<file path="config.mk">
export PLATFORM = sky130hd
export DESIGN_NAME = regfile_wb_arbiter
export DESIGN_NICKNAME = d
export VERILOG_FILES = /design/src/rtl/regfile_wb_arbiter.sv
export SDC_FILE = /design/constraint.sdc
export NUM_CORES = 1
export LEC_CHECK = 0
export BUFFER_PORTS_ARGS = -buffer_cell sky130_fd_sc_hd__buf_2
export CAP_MARGIN = 20
export CORE_UTILIZATION = 31
export DETAILED_ROUTE_END_ITERATION = 8
export HOLD_SLACK_MARGIN = 0.12
export MAX_ROUTING_LAYER = met4
export PLACE_DENSITY = 0.71
export SYNTH_ARGS = -nofsm -noshare
export SYNTH_HDL_FRONTEND = slang
export SYNTH_SLANG_ARGS = --single-unit
</file>
<file path="constraint.sdc">
create_clock -name clk -period 3.5 [get_ports clk]
set_input_delay 0.525 -clock clk [delete_from_list [all_inputs] [get_ports clk]]
set_output_delay 0.525 -clock clk [all_outputs]
set_load 0.03 [all_outputs]
</file>
<file path="src/rtl/regfile_wb_arbiter.sv">
`default_nettype none
// ============================================================================
//  Module   : regfile_wb_arbiter
//  Purpose  : Owns the register-file write port: post-reset clear of x1..x31,
//             then fixed-priority W > LU > debug sharing with LU stall request.
//  Revision : 1.0  initial release
// ============================================================================
module regfile_wb_arbiter #(
    parameter int XLEN         = 32,
    parameter int STARVE_LIMIT = 4,
    parameter bit INIT_CLEAR   = 1'b1
) (
    input  logic            clk,
    input  logic            rst_n,
    input  logic            RegWriteW,
    input  logic [4:0]      RdW,
    input  logic [XLEN-1:0] ResultW,
    input  logic            lu_valid,
    input  logic [4:0]      lu_rd,
    input  logic [XLEN-1:0] lu_data,
    output logic            lu_ready,
    input  logic            dbg_valid,
    input  logic [4:0]      dbg_rd,
    input  logic [XLEN-1:0] dbg_data,
    output logic            dbg_ready,
    output logic            rf_we,
    output logic [4:0]      rf_wa,
    output logic [XLEN-1:0] rf_wd,
    output logic            init_busy,
    output logic            stall_req
);

    localparam logic [0:0] ST_INIT  = 1'b0;
    localparam logic [0:0] ST_RUN   = 1'b1;
    localparam logic [0:0] ST_RESET = INIT_CLEAR ? ST_INIT : ST_RUN;

    localparam logic [3:0] LIMIT    = 4'(STARVE_LIMIT);
    localparam logic [3:0] LIMIT_M1 = 4'(STARVE_LIMIT - 1);

    logic [0:0] state;
    logic [4:0] init_idx;
    logic [3:0] starve_cnt;

    logic w_req;
    logic lu_xfer;
    logic lu_blocked;

    assign w_req      = RegWriteW && (RdW != 5'd0);
    assign lu_xfer    = lu_valid && lu_ready;
    assign lu_blocked = lu_valid && !lu_ready;
    assign init_busy  = (state == ST_INIT);

    // Outputs are forced quiet while reset is held, even though state sits in INIT.
    always_comb begin
        rf_we     = 1'b0;
        rf_wa     = 5'd0;
        rf_wd     = '0;
        lu_ready  = 1'b0;
        dbg_ready = 1'b0;
        if (rst_n) begin
            if (state == ST_INIT) begin
                rf_we = 1'b1;
                rf_wa = init_idx;
            end else if (w_req) begin
                rf_we = 1'b1;
                rf_wa = RdW;
                rf_wd = ResultW;
            end else if (lu_valid) begin
                lu_ready = 1'b1;
                rf_we    = (lu_rd != 5'd0);
                rf_wa    = lu_rd;
                rf_wd    = lu_data;
            end else if (dbg_valid) begin
                dbg_ready = 1'b1;
                rf_we     = (dbg_rd != 5'd0);
                rf_wa     = dbg_rd;
                rf_wd     = dbg_data;
            end
        end
    end

    always_ff @(posedge clk or negedge rst_n) begin
        if (!rst_n) begin
            state    <= ST_RESET;
            init_idx <= 5'd1;
        end else if (state == ST_INIT) begin
            init_idx <= init_idx + 5'd1;
            if (init_idx == 5'd31) begin
                state <= ST_RUN;
            end
        end
    end

    // Clearing on transfer takes precedence over reaching the limit.
    always_ff @(posedge clk or negedge rst_n) begin
        if (!rst_n) begin
            starve_cnt <= 4'd0;
            stall_req  <= 1'b0;
        end else begin
            if (lu_xfer || !lu_valid) begin
                starve_cnt <= 4'd0;
            end else if (starve_cnt != LIMIT) begin
                starve_cnt <= starve_cnt + 4'd1;
            end
            if (lu_xfer) begin
                stall_req <= 1'b0;
            end else if (lu_blocked && (starve_cnt == LIMIT_M1)) begin
                stall_req <= 1'b1;
            end
        end
    end

`ifndef SYNTHESIS
    a_lu_hold : assert property (@(posedge clk) disable iff (!rst_n)
        (lu_valid && !lu_ready) |=> lu_valid);
    a_dbg_hold : assert property (@(posedge clk) disable iff (!rst_n)
        (dbg_valid && !dbg_ready) |=> dbg_valid);
`endif

endmodule
`default_nettype wire

</file>
== Word level (Yosys, flattened, before mapping) ==
Cells that the tools add are included.

* Equality and inequality tests: 3
* Muxes and demuxes: 30
* Reduce and logical (&&, ||, !) cells: 12
* Bitwise gates (word level): 1
* $add $sub $neg: 2

{| class="wikitable"
|+ Operators by type and width
! operator !! number
|-
| $mux 32 || 5
|-
| $mux 5 || 5
|-
| $mux 1 || 18
|-
| $reduce_bool 5->1 || 3
|-
| $mux 4 || 2
|-
| $add 5x1->5 const B || 1
|-
| $eq 5x5->1 const B || 1
|-
| $add 4x1->4 const B || 1
|-
| $eq 4x2->1 const B || 1
|-
| $logic_and 1x1->1 || 4
|-
| $ne 4x3->1 const B || 1
|-
| $reduce_bool 2->1 || 2
|-
| $logic_not 1->1 || 2
|-
| $logic_or 1x1->1 || 1
|-
| $not 1->1 || 1
|}

* Output and inout port bits: 42
* Input bits: 116
* Register bits: 11
* Word-level logic and storage cells: 52

== Longest topological paths before layout ==
Gate-level depths: netlist of the first run.

* Word-level depth: 10
* Depth in mapped cells: 6
* Gate-level depth less buffers: 6

== Worst setup path after synthesis of the first run ==
OpenSTA, ideal clock, no wires.

* Path kind: input-to-output
* Start: input RdW[4]
* End: output rf_wd[10]
* Data arrival time: 2.139 ns
* Cell stages on the path: 5
* Setup slack: 0.836 ns
* Path buffers: 1
* Required time: 2.975 ns
* Cells stage by stage: or3_4 o31ai_4 buf_6 nor2_1 nor3_1

* Cells in the longest elaborated chain, start to end: 5

{| class="wikitable"
|+ RTL lines
! item !! RTL line !! source
|-
| start: declaration || 16 || <nowiki>input logic [4:0] RdW,</nowiki>
|-
| $reduce_bool 5->1 || 48 || <nowiki>assign w_req = RegWriteW && (RdW != 5'd0);</nowiki>
|-
| $logic_and 1x1->1 || 48 ||
|-
| $mux 32 || 64 || <nowiki>end else if (w_req) begin</nowiki>
|-
| $mux 32 || 61 || <nowiki>if (state == ST_INIT) begin</nowiki>
|-
| $mux 32 || 60 || <nowiki>if (rst_n) begin</nowiki>
|-
| end: declaration || 28 || <nowiki>output logic [XLEN-1:0] rf_wd,</nowiki>
|}

No other way between the ends.

== Final worst setup path of the first run ==
* Start: input RdW[4]
* End: output rf_wd[25]

The elaborated chain is that of the path after synthesis.

==> results of run 1 <==
-- how the worst min path moves through the flow --
stage | start | to | slack, ns | cells past startpoint
4_1_cts | rst_n | init_idx[1] | 0.17 | 1
2_1_floorplan | rst_n | init_idx[1] | 0.23 | 0
5_1_grt | rst_n | init_idx[1] | 0.18 | 1
3_5_place_dp | rst_n | init_idx[1] | 0.43 | 1
3_3_place_gp | rst_n | init_idx[1] | 0.43 | 1
6_report | rst_n | init_idx[1] | 0.17 | 1
-- worst max-delay path: stages --
cell and delay, ns:
buf_2 0.12, or3_4 0.42, o31a_4 0.48, a221oi_1 0.34, nor3_1 0.07, buf_2 0.18
-- stage by stage --
stage	setup slack, ns	instances
after floorplan	0.836	202
after global placement	0.810	412
after detailed placement	0.815	412
after CTS	0.806	416
after global routing	0.715	416
final	0.826	416
-- flip-flops by register name, indices dropped and copies added (netlist names) --
register and cells:
init_idx 5, starve_cnt 4, stall_req 1, state 1
-- report_power, final --
| group | total, uW | switching, uW | internal [uW] |
|---|---|---|---|
| combinational | 309 | 187 | 123 |
| sequential | 137 | 4.19 | 133 |
| clock | 124 | 43.9 | 79.6 |
| total | 570 | 235 | 335 |
-- kinds of logic after synthesis --
logic type	Yosys count	share of synthesized area [%]
XOR/XNOR	5	2.83
AO/OA/AOI/OAI	51	31.7
AND/OR/NAND/NOR	104	33.2
multiplexers	2	1.46
adder cells (fa/ha/maj)	4	3.23
buffers and inverters	25	9.70
flip-flops	11	17.9
-- routing by layer --
metal  vias up  wire, um  global-route usage (%)
met5         -         0                       -
met4         0        23                    4.14
met3         2       454                    2.90
met2       104      2820                    37.5
met1       997      2230                    23.8
li1       1076         -                       -
-- Yosys cell counts (2+ instances only) --
master / count / area share [%]
nor2b_1: 2 / 0.81
inv_1: 4 / 0.97
o31ai_1: 5 / 2.4
or4_1: 2 / 0.97
nor3b_1: 6 / 2.9
a21oi_1: 3 / 0.97
nand2_1: 8 / 1.9
buf_6: 7 / 5.1
dfrtp_1: 10 / 16
nor2_1: 42 / 10
nor3_1: 33 / 11
nand3_1: 2 / 0.65
mux2_2: 2 / 1.5
a221oi_2: 7 / 6.8
buf_2: 3 / 0.97
a221oi_1: 29 / 16
clkbuf_1: 10 / 2.4
ha_1: 4 / 3.2
xnor2_1: 5 / 2.8
nor4_1: 3 / 1.2
o21ai_0: 2 / 0.65
-- area by class of cell --
class | count | area (um2)
well taps | 67 | 83.8
flip-flops and latches | 11 | 277
multi-input cells | 166 | 1130
fillers | 494 | 2370
clock buffers | 4 | 45.0
inverters | 4 | 15.0
repair buffers | 164 | 838
==> impl_metrics.tcl, run 1 <==
set metrics [dict create \
    final_common_cell "buf_2" \
    gp_congestion 0.764 \
    cts_buffers 3 \
    cts.sinks 11 \
    crit_end "rf_wd[25]" \
    synth_area_um2 1550 \
    via_per_inst 5.24 \
    die_x_um 72.7 \
    leakagePower_uw 0.00122 \
    die_h_um 72.7 \
    setup_viol 0 \
    cp-end-kind "primary output" \
    cts_tree "done" \
    die_area_um2 5280 \
    ys_seq_area_share_pct 17.9 \
    first_global_vias 1842 \
    netlist_instances 202 \
    portBuffers 157 \
    grt_antenna_before_repair 0 \
    post_cts_resized 0 \
    yosys_warnings 0 \
    final_antenna_net_count 0 \
    final_max_slew_viol_count 0 \
    synth_edf_count 0 \
    path_class "in2out" \
    syn_nets 322 \
    tightest_slew_ns 0.540 \
    clock-root-buffer "clkbuf_8" \
    drv_cap 0 \
    fmax_mhz 374 \
    hold_viol_final 0 \
    cp-start-kind "input pin" \
    htree_num_levels 1 \
    initialDrtViolationCount 64 \
    synth-main-ff-cell "dfrtp_1" \
    post_cts_buffers 0 \
    regToRegSetupSlack_ns 1.85 \
    tns_ns 0 \
    fp-row-count 25 \
    max-vdd-ir-drop_mv 0.123 \
    grt_max_degree 43 \
    maxSlewHeadroom_pct 63.9 \
    dp_hpwl_mm 4.20 \
    grtUsageTotal_pct 20.5 \
    clk_path_buf_depth 2 \
    fin_area_um2 2390 \
    drc 0 \
    crit_required_ns 2.97 \
    cts_hold_buf 0 \
    grt_pass1_wl_mm 8.40 \
    status "complete, no violations" \
    p_per_area_nw_per_um2 239 \
    finClkSkew_ns 0.00140 \
    ys_types 34 \
    wire_per_inst_um 13.3 \
    place_area_um2 2340 \
    cp-startpoint "RdW[4]" \
    ioPinCount 158 \
    final_cell_mix "157 x buf_2, 42 x nor2_1, 33 x nor3_1" \
    drive_above_1_share_pct 53.0 \
    ys_ff_latch 11 \
    finalCritPeriodShare_pct 76.4 \
    num_antenna_cells 0 \
    r2r-end "starve_cnt[0]" \
    min_period_ns 2.67 \
    syn_avg_cell_area_um2 7.66 \
    first_pass_iters 4 \
    core_um2 4750 \
    vias 2179 \
    insertion_delay_ns 0.23 \
    fin_nets 470 \
    initial_utilization_pct 32.6 \
    area_growth_pct 54.2 \
    clkTransAtPathRegs_ns 0.05 \
    cp.arrival_ns 2.15 \
    ff2ff_path_depth 4 \
    p_total_uw 570 \
    final_util_pct 50.2 \
    async_flop_share_pct 100 \
    crit_fanout 40 \
    hold_path_class "in2async" \
    fin_hold_ws_ns 0.169 \
    r2r_start "state" \
    gr-total-overflow 0 \
    wirelength_mm 5.53 \
    grt_setup_unrepaired "false" \
]
No activity file was read; power rests on OpenSTA's default activity.
==> run 2, diff against run 1 <==
--- a/config.mk
+++ b/config.mk
@@ -5,13 +5,14 @@
 export SDC_FILE = /design/constraint.sdc
 export NUM_CORES = 1
 export LEC_CHECK = 0
+export ABC_AREA = 1
 export BUFFER_PORTS_ARGS = -buffer_cell sky130_fd_sc_hd__buf_2
 export CAP_MARGIN = 20
 export CORE_UTILIZATION = 31
 export DETAILED_ROUTE_END_ITERATION = 8
 export HOLD_SLACK_MARGIN = 0.12
 export MAX_ROUTING_LAYER = met4
-export PLACE_DENSITY = 0.71
+export PLACE_DENSITY = 0.7
 export SYNTH_ARGS = -nofsm -noshare
 export SYNTH_HDL_FRONTEND = slang
 export SYNTH_SLANG_ARGS = --single-unit
==> constraint.sdc (replaced) <==
create_clock -name clk -period 2.15 [get_ports clk]
set_input_delay 0.3225 -clock clk [delete_from_list [all_inputs] [get_ports clk]]
set_output_delay 0.3225 -clock clk [all_outputs]
set_load 0.03 [all_outputs]
==> run 2 against run 1 <==
Against the previous run: core utilization shrank 2.4 points; global-route usage shrank 0.24 points; first-iteration DRC count grew 36%; combinational power grew 80%; critical path depth grew 4; routed wire length grew 9.0%; non-clock buffer count grew 5; setup slack lost 0.56 ns; largest cell class unchanged; largest power group unchanged.
==> impl_metrics.tcl, run 2 <==
set metrics [dict create \
    fmax_mhz 532 \
    crit_required_ns 1.83 \
    p_per_area_nw_per_um2 378 \
    leakagePower_uw 0.00166 \
    reg.largest.list "init_idx: 5 flops, starve_cnt: 4 flops" \
    yosys_warnings 0 \
    fp-row-count 27 \
    die_x_um 77.4 \
    fill_cells 606 \
    grtUsageTotal_pct 20.3 \
    top_register "init_idx" \
    multi_input_area_um2 1250 \
    final_antenna_net_count 0 \
    fin_nets 614 \
    clkTransAtPathRegs_ns 0.05 \
    crit_fanout 18 \
    final_cell_mix "157 x buf_2, 129 x nand2_1, 85 x nor2_1" \
    synth_edf_count 0 \
    ys_top_cells_by_count "129 x nand2_1, 85 x nor2_1, 26 x o21ai_0" \
    core_um2 5510 \
    initial_utilization_pct 32.0 \
    first_pass_iters 6 \
    cp.arrival_ns 1.56 \
    clock-root-buffer "clkbuf_8" \
    final_max_slew_viol_count 0 \
    insertion_delay_ns 0.23 \
    synth_most_common_cell "nand2_1" \
    initialDrtViolationCount 87 \
    die_area_um2 5990 \
    syn_avg_cell_area_um2 5.20 \
    vias 2516 \
    clk_path_buf_depth 2 \
    wirelength_mm 6.03 \
    tns_ns 0 \
    hold_viol_final 0 \
    finClkSkew_ns 0.000354 \
    dp_hpwl_mm 4.75 \
    maxSlewHeadroom_pct 73.8 \
    wire_per_inst_um 10.7 \
    netlist_instances 339 \
    htree_num_levels 1 \
    cp-start-kind "input pin" \
    ioPinCount 158 \
    cp-end-kind "primary output" \
    path_class "in2out" \
    synth-main-ff-cell "dfrtp_1" \
    cts_buffers 3 \
    cts.sinks 11 \
    die_h_um 77.4 \
    syn_nets 459 \
    gp_congestion 0.847 \
    finalCritPeriodShare_pct 87.5 \
    hold_path_class "in2async" \
    largest_reg_flops 5 \
    first_global_vias 2338 \
    drv_cap 0 \
    seq_area_um2 277 \
    status "complete, no violations" \
    ff2ff_path_depth 6 \
    setup_viol 0 \
    ys_seq_area_share_pct 15.7 \
    gr-total-overflow 0 \
    synthTopCellsByArea "nand2_1 27%, nor2_1 18%, dfrtp_1 14%, o21ai_0 7.4%, inv_1 4.7%" \
    portBuffers 157 \
    synth_area_um2 1760 \
    drive_above_1_share_pct 37.7 \
    cts_tree "done" \
    post_cts_buffers 0 \
    ys_types 28 \
    grt_max_degree 40 \
    num_antenna_cells 0 \
    grt_antenna_before_repair 0 \
    via_per_inst 4.45 \
    min_period_ns 1.88 \
    tightest_slew_ns 0.394 \
    ys_ff_latch 11 \
    netlist.area_leader.share_pct 27.5 \
    fin_cells 565 \
    yosysTopAreaCell "nand2_1" \
    dp.cells 559 \
    grt_pass1_wl_mm 9.97 \
    async_flop_share_pct 100 \
    final_common_cell "buf_2" \
    area_growth_pct 49.6 \
    max-vdd-ir-drop_mv 0.459 \
    grt_setup_unrepaired "false" \
    drc 0 \
]
[run 2: changes by cell type after synthesis, moves of 6 or more]
cell / change
nand2_1: +121
nor2_1: +43
nor3_1: -33
a221oi_1: -29
o21ai_0: +24
inv_1: +18
nor2_2: +10
a221oi_2: -7
clkbuf_1: -7
o21ai_1: +7
buf_4: +6
nor3b_1: -6
[run 2: logic make-up (layout without fill, tap and decap cells)]
kind of cell / after synthesis / count (layout) / synth area share [%]
DFF: 11 / 11 / 15.7
adders and majority gates: 4 / 4 / 2.84
buffers and inverters: 42 / 196 / 13.3
AOI/OAI and AO/OA: 40 / 40 / 11.8
xor gates and xnor gates: 4 / 4 / 1.99
and+or+nand+nor: 238 / 238 / 54.4
[run 2: final cells by class]
class	instances	area share [%]
sequential	11	10.5
clock buffer	4	1.71
timing repair buffer	169	33.4
tap	72	3.42
inverter	23	3.47
multi-input combinational	286	47.5
[run 2: repair_timing]
item / in CTS / in global routing
gates resized for setup: 0 / 0
hold buffers: 2 / 0
hold endpoints to repair: 4 / 0
[run 2: path summary, 6_finish.rpt]
path | start | end | slack, ns
hold reg to reg | init_idx[0] | init_idx[0] | 0.51
min in group clk | init_idx[0] | init_idx[0] | 0.51
hold / removal | rst_n | init_idx[1] | 0.51
setup / recovery | RdW[4] | rf_wa[2] | 0.27
setup reg to reg | init_idx[0] | init_idx[4] | 0.81
max in group asynchronous | rst_n | starve_cnt[0] | 1.43
[run 2: stage by stage]
step | setup slack [ns] | total power, uW | hold slack [ns] | utilization [%] | area (um2)
global placement | 0.328 | 787 | 0.163 | 46.7 | 2570
CTS | 0.272 | 1010 | 0.502 | 47.9 | 2640
finish | 0.269 | 997 | 0.505 | 47.9 | 2640
detailed placement | 0.279 | 792 | 0.164 | 46.7 | 2570
global route | 0.155 | 1080 | 0.521 | 47.9 | 2640
floorplan | 0.433 | 593 | 0.0269 | - | 1760
[run 2: critical path: stages]
cell and delay, ns:
buf_2 0.10, nor2_1 0.15, nand3_1 0.11, nand2_2 0.15, buf_4 0.24, nand2_1 0.09
nand2_1 0.06, nand2_1 0.05, nor2_1 0.08, buf_2 0.20
[run 2: layer usage]
layer | GRT usage, % | part of all wire [%] | vias to the layer above
met3 | 3.18 | 6.1 | 2
met1 | 23.5 | 45 | 1079
met2 | 37.2 | 49 | 82
met5 | - | 0 | -
met4 | 3.21 | 0.20 | 0
li1 | - | - | 1353
[run 2: report_power, final]
part / total [uW] / switching, uW / internal (uW)
clock: 204 / 73.9 / 130
sequential: 237 / 15.0 / 222
combinational: 556 / 344 / 212
total: 997 / 433 / 564
==> run 3, diff against run 2 <==
--- a/config.mk
+++ b/config.mk
@@ -6,7 +6,7 @@
 export NUM_CORES = 1
 export LEC_CHECK = 0
 export ABC_AREA = 1
-export BUFFER_PORTS_ARGS = -buffer_cell sky130_fd_sc_hd__buf_2
+export BUFFER_PORTS_ARGS = -buffer_cell sky130_fd_sc_hd__clkbuf_2
 export CAP_MARGIN = 20
 export CORE_UTILIZATION = 31
 export DETAILED_ROUTE_END_ITERATION = 8
==> run 3 against run 2 <==
Against the previous run: final cell count fell by 0.18%; clock power rose by 3%; setup slack got worse by 0.15 ns; sequential share of layout area barely moved; fmax fell by 7.2%; largest power group unchanged.
==> impl_metrics.tcl, run 3 (same netlist as run 2, synthesis figures left out) <==
set metrics [dict create \
    status "complete, no violations" \
    pwr-share-clk_pct 20.9 \
    cp-end-kind "primary output" \
    core_um2 5510 \
    r2r-end "init_idx[4]" \
    first_global_vias 2323 \
    finClkSkew_ns 0.00455 \
    fmax_mhz 493 \
    fill_cells 604 \
    grtUsageTotal_pct 20.2 \
    pwr-share-comb_pct 55.6 \
    fp-row-count 27 \
    htree_num_levels 1 \
    crit_required_ns 1.83 \
    p_per_area_nw_per_um2 382 \
    switching_power_uw 446 \
    path_buf_inv 5 \
    fin_cells 564 \
    path_cells "clkbuf_2 > dlygate4sd3_1 > buf_4 > inv_2 > nor2_1 > nand2_1 > nor2_1 > clkbuf_2" \
    first_pass_iters 4 \
    fin_nets 613 \
    cp_slowest_stage_delay_ns 0.55 \
    cp.arrival_ns 1.71 \
    reg.largest.list "init_idx: 5 flops, starve_cnt: 4 flops" \
    max-vdd-ir-drop_mv 0.459 \
    vias 2522 \
    final_antenna_net_count 0 \
    drv_cap 0 \
    grt_setup_unrepaired "false" \
    switching_share_pct 44.2 \
    ioPinCount 158 \
    path_class "in2out" \
    min_period_ns 2.03 \
    portBuffers 157 \
    tightest_slew_ns 0.339 \
    regToRegSetupSlack_ns 0.81 \
    final_cell_mix "155 x clkbuf_2, 129 x nand2_1, 85 x nor2_1" \
    largest_reg_flops 5 \
    crit_fanout 6 \
    die_x_um 77.4 \
    crit_slowest_cell "dlygate4sd3_1" \
    die_h_um 77.4 \
    num_antenna_cells 0 \
    cp-start-kind "input pin" \
    wire_per_inst_um 10.7 \
    finalCritPeriodShare_pct 94.3 \
    gr-total-overflow 0 \
    place_area_um2 2570 \
    place_ws_ns 0.327 \
    setup_viol 0 \
    cts_buffers 3 \
    cp_top_family "buffers and inverters" \
    fin_area_um2 2640 \
    insertion_delay_ns 0.24 \
    cts_tree "done" \
    final_common_cell "clkbuf_2" \
    post_cts_buffers 0 \
    clkTransAtPathRegs_ns 0.05 \
    gp_congestion 0.827 \
    seq_power_share_pct 23.4 \
    final_max_slew_viol_count 0 \
    tns_ns 0 \
    ff2ff_path_depth 6 \
    drc 0 \
    clk_path_buf_depth 2 \
    cts.sinks 11 \
    worst_slack_ns 0.122 \
    die_area_um2 5990 \
    final_util_pct 48.0 \
    hold_viol_final 0 \
    internal-power_uw 564 \
    top_register "init_idx" \
    via_per_inst 4.47 \
    area_growth_pct 50.1 \
    maxSlewHeadroom_pct 77.4 \
    hold_end "init_idx[0]" \
    grt_antenna_before_repair 0 \
    clock-root-buffer "clkbuf_8" \
    r2r_start "init_idx[0]" \
    worstHoldStart "init_idx[0]" \
    min_path_cells 1 \
    grt_pass1_wl_mm 9.83 \
    initialDrtViolationCount 101 \
    grt_max_degree 40 \
    hold_path_class "reg2reg" \
    drive_above_1_share_pct 38.0 \
    initial_utilization_pct 32.0 \
    leakagePower_uw 0.00167 \
    wirelength_mm 6.03 \
    dp.cells 558 \
    dp_hpwl_mm 4.80 \
]
==> run 3: changes by cell type in the layout (fill, tap and decap cells not counted) <==
cell      change
buf_12        +1
inv_2         +1
clkinv_2      +1
clkbuf_1      -1
buf_2       -156
inv_1         -1
buf_4         -1
clkbuf_2    +155
==> run 3: how the worst max path moves through the flow <==
stage               end  cells past startpoint   start
2_1_floorplan  rf_wa[0]                      7   state
3_3_place_gp   rf_wa[2]                     10  RdW[4]
3_5_place_dp   rf_wa[2]                     10  RdW[4]
4_1_cts        rf_wa[3]                      8   rst_n
5_1_grt        rf_wa[3]                      8   rst_n
6_report       rf_wa[4]                      8   rst_n
==> run 3: metal layers <==
layer,wire length [um],GRT usage [%],vias up
li1,-,-,1348
met1,2660,23.4,1079
met2,3000,36.9,93
met3,355,2.35,2
met4,17,4.72,0
met5,0,-,-
==> run 3: what timing repair did <==
action | 4_1_cts | 5_1_grt
resized for setup | 0 | 5
endpoints found under the setup margin | 0 | 4
hold endpoints to repair | 6 | 0
hold buffers | 2 | 0
==> run 3: per-stage QoR <==
stage               hold slack [ns]  power [uW]
detailed placement            0.169         796
CTS                           0.509        1020
global placement              0.170         790
global route                  0.520        1090
finish                        0.511        1010
floorplan                    0.0269         593
==> run 3: layout make-up <==
| type | instances | area [um2] | area share [%] |
|---|---|---|---|
| clock inverter | 1 | 5.00 | 0.189 |
| sequential | 11 | 277 | 10.5 |
| tap | 72 | 90.1 | 3.41 |
| multi-input combinational | 286 | 1250 | 47.3 |
| clock buffer | 3 | 41.3 | 1.56 |
| timing repair buffer | 168 | 888 | 33.6 |
| inverter | 23 | 91.3 | 3.45 |
==> run 3: power by group through the flow <==
stage	Sequential, uW	Combinational [uW]	Clock [uW]
finish	237	562	211
global route	239	623	228
CTS	236	563	219
detailed placement	239	557	0
global placement	239	552	0
floorplan	248	344	0
